### src/rtl/datapath_pkg.sv
// Shared definitions for param_datapath: bus source/load bit positions,
// memory access FSM states and default widths.
package datapath_pkg;

  localparam int DEF_DATA_W   = 32;
  localparam int DEF_NUM_REGS = 16;
  localparam int DEF_ADDR_W   = 9;
  localparam int DEF_IMM_W    = 19;

  localparam int SRC_REG = 0;
  localparam int SRC_ZHI = 1;
  localparam int SRC_ZLO = 2;
  localparam int SRC_PC  = 3;
  localparam int SRC_MDR = 4;
  localparam int SRC_IMM = 5;
  localparam int SRC_W   = 6;

  localparam int DST_REG = 0;
  localparam int DST_Y   = 1;
  localparam int DST_Z   = 2;
  localparam int DST_MAR = 3;
  localparam int DST_MDR = 4;
  localparam int DST_PC  = 5;
  localparam int DST_IR  = 6;
  localparam int DST_W   = 7;

  typedef enum logic {
    IDLE = 1'b0,
    WAIT = 1'b1
  } mem_state_e;

endpackage

### src/rtl/mem_access_fsm.sv
// Req/ack memory access sequencer: captures address, data and direction at
// issue, holds mem_req until ack, and strobes the MDR load for completed reads.
module mem_access_fsm
  import datapath_pkg::*;
#(
  parameter int DATA_W = DEF_DATA_W,
  parameter int ADDR_W = DEF_ADDR_W
) (
  input  logic              clk,
  input  logic              clr,
  input  logic              start_rd_i,
  input  logic              start_wr_i,
  input  logic [ADDR_W-1:0] addr_i,
  input  logic [DATA_W-1:0] wdata_i,
  input  logic              mem_ack_i,
  output logic              mem_req_o,
  output logic              mem_we_o,
  output logic [ADDR_W-1:0] mem_addr_o,
  output logic [DATA_W-1:0] mem_wdata_o,
  output logic              busy_o,
  output logic              mdr_load_o
);

  mem_state_e        state_q, state_d;
  logic [ADDR_W-1:0] addr_q, addr_d;
  logic [DATA_W-1:0] wdata_q, wdata_d;
  logic              we_q, we_d;

  always_ff @(posedge clk) begin
    if (clr) begin
      state_q <= IDLE;
      addr_q  <= '0;
      wdata_q <= '0;
      we_q    <= 1'b0;
    end else begin
      state_q <= state_d;
      addr_q  <= addr_d;
      wdata_q <= wdata_d;
      we_q    <= we_d;
    end
  end

  always_comb begin
    state_d    = state_q;
    addr_d     = addr_q;
    wdata_d    = wdata_q;
    we_d       = we_q;
    mdr_load_o = 1'b0;
    case (state_q)
      IDLE: begin
        // A simultaneous read and write request issues as a write.
        if (start_rd_i || start_wr_i) begin
          state_d = WAIT;
          addr_d  = addr_i;
          wdata_d = wdata_i;
          we_d    = start_wr_i;
        end
      end
      WAIT: begin
        if (mem_ack_i) begin
          state_d    = IDLE;
          mdr_load_o = !we_q;
        end
      end
      default: state_d = IDLE;
    endcase
  end

  assign busy_o      = (state_q == WAIT);
  assign mem_req_o   = (state_q == WAIT);
  assign mem_we_o    = (state_q == WAIT) && we_q;
  assign mem_addr_o  = addr_q;
  assign mem_wdata_o = wdata_q;

endmodule

### src/rtl/param_datapath.sv
// Single-bus datapath: register file, Y, Z, PC, IR, MAR, MDR and a req/ack memory port.
// PARAM_DATAPATH_BUS_CHECK_EN enables the sticky multi-driver bus_err flag.
module param_datapath
  import datapath_pkg::*;
#(
  parameter int DATA_W    = DEF_DATA_W,
  parameter int NUM_REGS  = DEF_NUM_REGS,
  parameter int ADDR_W    = DEF_ADDR_W,
  parameter int IMM_W     = DEF_IMM_W,
  parameter int REG_IDX_W = (NUM_REGS > 1) ? $clog2(NUM_REGS) : 1
) (
  input  logic                 clk,
  input  logic                 clr,
  input  logic [REG_IDX_W-1:0] reg_in_idx,
  input  logic [REG_IDX_W-1:0] reg_out_idx,
  input  logic                 ba_out,
  input  logic [SRC_W-1:0]     src_oe,
  input  logic [DST_W-1:0]     dst_le,
  input  logic                 inc_pc,
  input  logic                 mem_rd,
  input  logic                 mem_wr,
  output logic                 mem_busy,
  output logic                 mem_req,
  output logic                 mem_we,
  output logic [ADDR_W-1:0]    mem_addr,
  output logic [DATA_W-1:0]    mem_wdata,
  input  logic [DATA_W-1:0]    mem_rdata,
  input  logic                 mem_ack,
  output logic [DATA_W-1:0]    alu_a,
  input  logic [2*DATA_W-1:0]  alu_result,
  output logic [DATA_W-1:0]    bus,
  output logic [DATA_W-1:0]    ir,
  output logic                 bus_err
);

  logic [DATA_W-1:0]   regs_q [NUM_REGS];
  logic [DATA_W-1:0]   y_q, pc_q, pc_d, ir_q, mdr_q;
  logic [2*DATA_W-1:0] z_q;
  logic [ADDR_W-1:0]   mar_q;
  logic [DATA_W-1:0]   bus_val, reg_rd, imm_ext;
  logic                reg_out_ok, reg_in_ok, busy, mdr_load;

  assign reg_out_ok = (int'(reg_out_idx) < NUM_REGS);
  assign reg_in_ok  = (int'(reg_in_idx) < NUM_REGS);
  assign imm_ext    = {{(DATA_W-IMM_W){ir_q[IMM_W-1]}}, ir_q[IMM_W-1:0]};

  always_comb begin
    reg_rd = '0;
    // Base-address mode turns R0 into a constant zero for address arithmetic.
    if (reg_out_ok && !(ba_out && reg_out_idx == '0)) begin
      reg_rd = regs_q[reg_out_idx];
    end
  end

  always_comb begin
    bus_val = '0;
    if (src_oe[SRC_REG])      bus_val = reg_rd;
    else if (src_oe[SRC_ZHI]) bus_val = z_q[2*DATA_W-1:DATA_W];
    else if (src_oe[SRC_ZLO]) bus_val = z_q[DATA_W-1:0];
    else if (src_oe[SRC_PC])  bus_val = pc_q;
    else if (src_oe[SRC_MDR]) bus_val = mdr_q;
    else if (src_oe[SRC_IMM]) bus_val = imm_ext;
  end

  always_ff @(posedge clk) begin
    if (clr) begin
      for (int i = 0; i < NUM_REGS; i++) regs_q[i] <= '0;
    end else if (dst_le[DST_REG] && reg_in_ok) begin
      regs_q[reg_in_idx] <= bus_val;
    end
  end

  always_comb begin
    pc_d = pc_q;
    if (dst_le[DST_PC]) pc_d = bus_val;
    else if (inc_pc)    pc_d = pc_q + 1'b1;
  end

  always_ff @(posedge clk) begin
    if (clr) begin
      y_q   <= '0;
      z_q   <= '0;
      pc_q  <= '0;
      ir_q  <= '0;
      mar_q <= '0;
      mdr_q <= '0;
    end else begin
      pc_q <= pc_d;
      if (dst_le[DST_Y])           y_q   <= bus_val;
      if (dst_le[DST_Z])           z_q   <= alu_result;
      if (dst_le[DST_IR])          ir_q  <= bus_val;
      // MAR and MDR are frozen while an access is outstanding.
      if (dst_le[DST_MAR] && !busy) mar_q <= bus_val[ADDR_W-1:0];
      if (mdr_load)                mdr_q <= mem_rdata;
      else if (dst_le[DST_MDR] && !busy) mdr_q <= bus_val;
    end
  end

  mem_access_fsm #(
    .DATA_W(DATA_W),
    .ADDR_W(ADDR_W)
  ) u_mem_fsm (
    .clk        (clk),
    .clr        (clr),
    .start_rd_i (mem_rd),
    .start_wr_i (mem_wr),
    .addr_i     (mar_q),
    .wdata_i    (mdr_q),
    .mem_ack_i  (mem_ack),
    .mem_req_o  (mem_req),
    .mem_we_o   (mem_we),
    .mem_addr_o (mem_addr),
    .mem_wdata_o(mem_wdata),
    .busy_o     (busy),
    .mdr_load_o (mdr_load)
  );

`ifdef PARAM_DATAPATH_BUS_CHECK_EN
  logic bus_err_q;
  logic multi_drv;

  assign multi_drv = |(src_oe & (src_oe - 6'd1));

  always_ff @(posedge clk) begin
    if (clr)            bus_err_q <= 1'b0;
    else if (multi_drv) bus_err_q <= 1'b1;
  end

  assign bus_err = bus_err_q;
`else
  assign bus_err = 1'b0;
`endif

  assign mem_busy = busy;
  assign alu_a    = y_q;
  assign bus      = bus_val;
  assign ir       = ir_q;

endmodule

### config.mk
export PLATFORM = sky130hd
export DESIGN_NAME = param_datapath
export DESIGN_NICKNAME = d
export VERILOG_FILES = /design/src/rtl/datapath_pkg.sv /design/src/rtl/mem_access_fsm.sv /design/src/rtl/param_datapath.sv
export SDC_FILE = /design/constraint.sdc
export NUM_CORES = 1
export LEC_CHECK = 0
export ABC_AREA = 0
export BUFFER_PORTS_ARGS = -buffer_cell sky130_fd_sc_hd__buf_2
export CORE_AREA = 2 2 177 352
export DETAILED_ROUTE_END_ITERATION = 7
export DIE_AREA = 0 0 179 354
export PLACE_DENSITY = 0.77
export SLEW_MARGIN = 25
export SYNTH_ARGS = -nofsm -noshare
export SYNTH_HDL_FRONTEND = slang
export SYNTH_SLANG_ARGS = --single-unit
### constraint.sdc
create_clock -name clk -period 4.35 [get_ports clk]
set_input_delay 1.305 -clock clk [delete_from_list [all_inputs] [get_ports clk]]
set_output_delay 1.305 -clock clk [all_outputs]
set_load 0.02 [all_outputs]
Word level (Yosys, flattened, before mapping)
Memory sizes are Yosys's and may differ from the RTL's.
Cells that the tools add are included.
Storage, ports and cells
  bits of input ports: 124
  word-level logic and storage cells: 49
  memory bits (writable): 512
  memories kept: 1
  flip-flop bits (word level): 244
Memory list
  regs_q: words 16, bits a word 32, rd ports 1, clocked after Yosys merged registers in 0, write ports 16, line param_datapath.sv:36  | logic [DATA_W-1:0] regs_q [NUM_REGS];
Cells by class
  bitwise gates (word level): 1
  mux-type cells: 24
  reductions and logical operators: 12
  add/subtract/negate cells: 1
Operators with widths (number)
  32-bit 2-to-1 mux: 12
  32-bit by 1-bit adder with 32-bit output (second input constant): 1
  32-bit OR reduction: 1
  1-bit 2-to-1 mux: 10
  1-bit logical AND: 4
  4-bit zero test: 1
  4-bit 2-to-1 mux: 1
  2-bit nonzero test: 2
  1-bit zero test: 2
  1-bit one-hot mux with 2 select lines: 1
  2-bit AND reduction: 1
  1-bit logical OR: 1
  1-bit inverter: 1

Logic depth before layout (Yosys ltp)
  depth after elaboration: 8
  depth in mapped cells: 10
  mapped depth without buffers: 6

Cells and area by module
Synthesis repeated with hierarchy kept, for this count alone.
Second synthesis, totals
  cell total of the unflattened synthesis: 2775
  area, all modules: 33140.5 sq um
By module, submodules not included
  param_datapath: instances 1, cells an instance 2583, area an instance 31497.7 sq um, sequential area each 19398.6 sq um
  mem_access_fsm: instances 1, cells an instance 192, area an instance 1642.8 sq um, sequential area each 860.8 sq um

Least setup slack after synthesis
Ideal clock, no wire load.
  path type: input to output
  from: input reg_out_idx[0]
  to: output bus[23]
  arrival time: 2979 ps
  path buffers: 5
  slack: 66 ps
  stages: 10
  required time: 3045 ps
  cells stage by stage: buf_6 -> buf_12 -> buf_8 -> mux4_2 -> mux2i_1 -> o22ai_1 -> nor2_2 -> buf_6 -> buf_6 -> inv_1
On the way
  cells in the longest elaborated chain, start to end: 4
  elaborated cells between the ends (all ways): 5
Ends and longest elaborated chain
  start, declared: line param_datapath.sv:15  | input logic [REG_IDX_W-1:0] reg_out_idx,
  parallel branches: the longest is 2 deep, another holds memory 16 x 32 bit
  32-bit 2-to-1 mux (*): line param_datapath.sv:50  | if (reg_out_ok && !(ba_out && reg_out_idx == '0)) begin
  32-bit 2-to-1 mux (*): line param_datapath.sv:57  | if (src_oe[SRC_REG]) bus_val = reg_rd;
  end, declared: line param_datapath.sv:31  | output logic [DATA_W-1:0] bus,
Mark *: on every way between the ends.

Worst setup path in the final report
  from: input reg_out_idx[2]
  to: output bus[8]
Same word-level chain as after synthesis.

==> summary.md <==
| Metric | Value |
|---|---|
| Dpl cells | `3754` |
| Final setup viols | `11` |
| Sequential-to-total area share from yosys stat | `0.614` |
| Yosys cell types | `a little under 60` |
| Tightest Pin Transition | `1.09 ns` |
| Slew Limit Fails | `0` |
| Initial Utilization | `0.543` |
| Critical Path RT | `3.04 ns` |
| Clock buffer depth | `3` |
| IO Count | `265` |
| Area leader, netlist | `edfxtp_1` |
| # rows | `roughly 130` |
| Mapped Cells | `2764` |
| Die X | `179 µm` |
| PwrDens | `413 nW/µm²` |
| R2r setup slk | `1.95 ns` |
| Min Tclk post-route | `about 4.4 ns` |
| Mean post-synth cell area | `around 12 µm²` |
| Share of cells above drive strength 1 | `0.271` |
| Critical path origin | `reg_out_idx[2]` |
| RR Startpoint | `regs_q[13][5]` |
| CP Data Arrival Time | `3.12 ns` |
| Compound-gate portion of the synthesized area | `0.0967` |
| Area contributors post-synth | `edfxtp_1, dfxtp_1, mux4_2` |
| Hold Vio Cnt, Final | `0` |
| R2R depth | `8` |
| Htree depth | `2` |
| RSZ-0062 raised after global routing | `true` |
| Hold Path Sink | `mar_q[3]` |
| Largest net degree at the start of global routing | `164` |
| CP startpoint kind | `primary input` |
| Failing checks | `setup timing` |
| Synth Register Bits | `756` |
| Post-synth EDFFs | `512` |
| Gpl congestion | `0.945` |
| Hold depth | `2` |
| Relative slew slack | `0.273` |
| Cts hold-fix bufs | `0` |
| Final core utilization | `0.645` |
| Synth top area share | `0.466` |
| Iter 0 DRT Violations | `3636` |
| Total grt overflow | `0` |
| ANT nets after route | `0` |
| Crit Path Max Fanout | `7` |
| Min-delay src | `mar_q[3]` |
| DR vias/cell | `6.55` |
| DR vias | `25538` |
| Mux share of post-synthesis cell area | `0.113` |
| Post-Synth Simple-Gate Area | `0.116` |
| Count leader, synth | `nor2_1` |
| FMAX | `226 MHz` |
| WL final | `108000 µm` |
| Adder-cell area share of the yosys netlist | `0.000379` |
| Vias in the first global route | `25494` |
| WS Path Type | `in2out` |
| Nets@finish | `around 3200` |
| Main combinational cell family by area after synthesis | `simple AND/OR/NAND/NOR gates` |
| DRC Markers | `0` |
| Net Count, Synth | `2889` |
| Hold Slack | `between 0.4 and 0.5 ns` |
| Main synth FF type | `edfxtp_1` |
| First-pass DRT Iterations | `6` |
| Asr flop ratio synth | `0` |
| DIE HEIGHT | `354 µm` |
| Setup Skew | `0.0124 ns` |
| Max cap viols | `0` |
| CP cell instances | `buf_2 -> or4b_4 -> o21ai_4 -> buf_12 -> buf_12 -> a21oi_2 -> nor2_2 -> inv_1 -> buf_2` |
| Core area | `60700 µm²` |
| Root Driver | `clkbuf_16` |
| Clk pin slew, worst setup/hold paths | `about 0.070 ns` |
| Die area | `about 63000 µm²` |
| Synth Area in XOR/XNOR | `0.00478` |
| Warnings from Yosys | `0` |
| Synth cell count leaders | `nor2_1, edfxtp_1, dfxtp_1, a21oi_1, clkbuf_1` |
| Hold crit path type | `reg2reg` |
| DP HPWL | `66800 µm` |
| Synthesized area | `33000 µm²` |
| Critical path capture point type | `output pin` |
| Clk sink count | `756` |
| Final worst slack | `-0.0710 ns` |
| VDD IR max | `0.000280 V` |
| DR WL/cell | `27.6 µm` |
| Gr usage total | `0.329` |
| Worst-Skew Late Latency | `around 0.64 ns` |
| CP peak stage delay | `0.57 ns` |
| Initial antenna violation count | `4` |
| Non-Filler Instances | `3900` |
| CP max stage cell | `or4b_4` |
| R2R Path End | `regs_q[3][5]` |
| Num CTS Buffers | `58` |
| CTS tree | `yes` |
| First-pass GRT wire length | `154000 µm` |
| Status | `complete, but fails checks` |
| Static leakage | `0.0149 µW` |
| IO Port Bufs | `about 260` |
| Synth-to-layout area growth | `18.7%` |
| Final period util | `1.02` |
-- where the power goes --
part | internal, µW | switching [µW]
logic | 812 | 1370
registers | 7990 | 185
clock network | 3240 | 2570
-- worst max-delay path by stage --
stage                     endpoint  slack, ns
after floorplan            bus[23]       0.07
after global placement     bus[30]      -0.34
after detailed placement    bus[4]      -0.25
after CTS                  bus[16]      -0.04
after global routing        bus[8]      -0.09
final                       bus[8]      -0.07
-- cells by family after synthesis --
group | count (synthesis)
flip-flops | 756
AND/OR/NAND/NOR | 935
XOR/XNOR | 18
multiplexers | 221
adder cells (fa/ha/maj) | 1
other | 1
buffers and inverters | 365
AO/OA/AOI/OAI | 467
-- area by class of cell --
cell class | count | area [µm²]
clock buffers | 75 | 1630
diodes | 3 | 7.51
repair buffers | 513 | 4020
clock inverters | 31 | 422
fillers | 4250 | 21600
multi-input cells | 1643 | 11500
inverters | 99 | 372
well taps | 780 | 976
flip-flops and latches | 756 | 20300
-- critical path: cells and delay by family --
family                 cells  cell delay (ns)
AO/OA/AOI/OAI              2             0.26
buffers and inverters      5             0.75
AND/OR/NAND/NOR            2             0.77
-- through the flow --
stage                     worst slack, ns  total power, µW  setup TNS [ns]  area [µm²]
after CTS                         -0.0413            16000          -0.125       38700
after global routing              -0.0927            16500          -0.601       39100
after detailed placement           -0.247            10300           -3.83       36000
final                             -0.0710            16200          -0.330       39100
after global placement             -0.344            10200           -4.10       36000
after floorplan                    0.0657             9470               0       33000
-- sequential cells by signal, indices dropped and copies added, names as in the netlist --
| signal | cells |
|---|---|
| u_mem_fsm.we_q | 1 |
| ir | 32 |
| z_q | 64 |
| alu_a | 32 |
| u_mem_fsm.busy_o | 1 |
| regs_q | 512 |
| mdr_q | 32 |
| mar_q | 9 |
| u_mem_fsm.mem_addr_o | 9 |
| u_mem_fsm.mem_wdata_o | 32 |
| pc_q | 32 |
-- routing by layer --
metal,share of wire,routed length (µm),global-route usage,up-vias
met5,0,0,0,-
met4,0.088,9460,0.249,0
met3,0.12,12500,0.0629,581
met2,0.49,52200,0.551,2110
met1,0.31,33400,0.368,12275
li1,-,-,-,10572
-- layout by cell type, fill, tap and decap left out, types with 9 or more instances in the layout --
cell       netlist  final
a211oi_1        82     81
a21oi_1        160    148
a21oi_2          1     13
a221o_1         32     32
a221oi_1        31     16
a221oi_2         1     13
a22oi_1         64     38
a22oi_2          0     26
buf_12           1     33
buf_16           0      9
buf_2           53    249
buf_4           41    194
buf_6           23     20
bufinv_16        0     10
clkbuf_16        0     65
dfxtp_1        244    244
edfxtp_1       512    512
inv_1           95     92
mux2i_1        101     98
mux4_2         118    118
nand2_1        136    136
nand3_1         15     15
nand3b_1        19     19
nor2_1         683    664
nor2_2          11     20
nor2_4           0     10
nor2b_1         10      9
nor4_1          14     14
o21ai_0         26     26
o21ai_1         11      9
o22ai_1         22     16
xnor2_1         17     17
-- what timing repair did --
| action | CTS | global route |
|---|---|---|
| cloned | 6 | 5 |
| setup endpoints to repair | 29 | 31 |
| buffers inserted | 19 | 8 |
| gates resized for setup | 65 | 68 |
| pin swaps | 24 | 43 |
(Power assumes the default switching activity.)
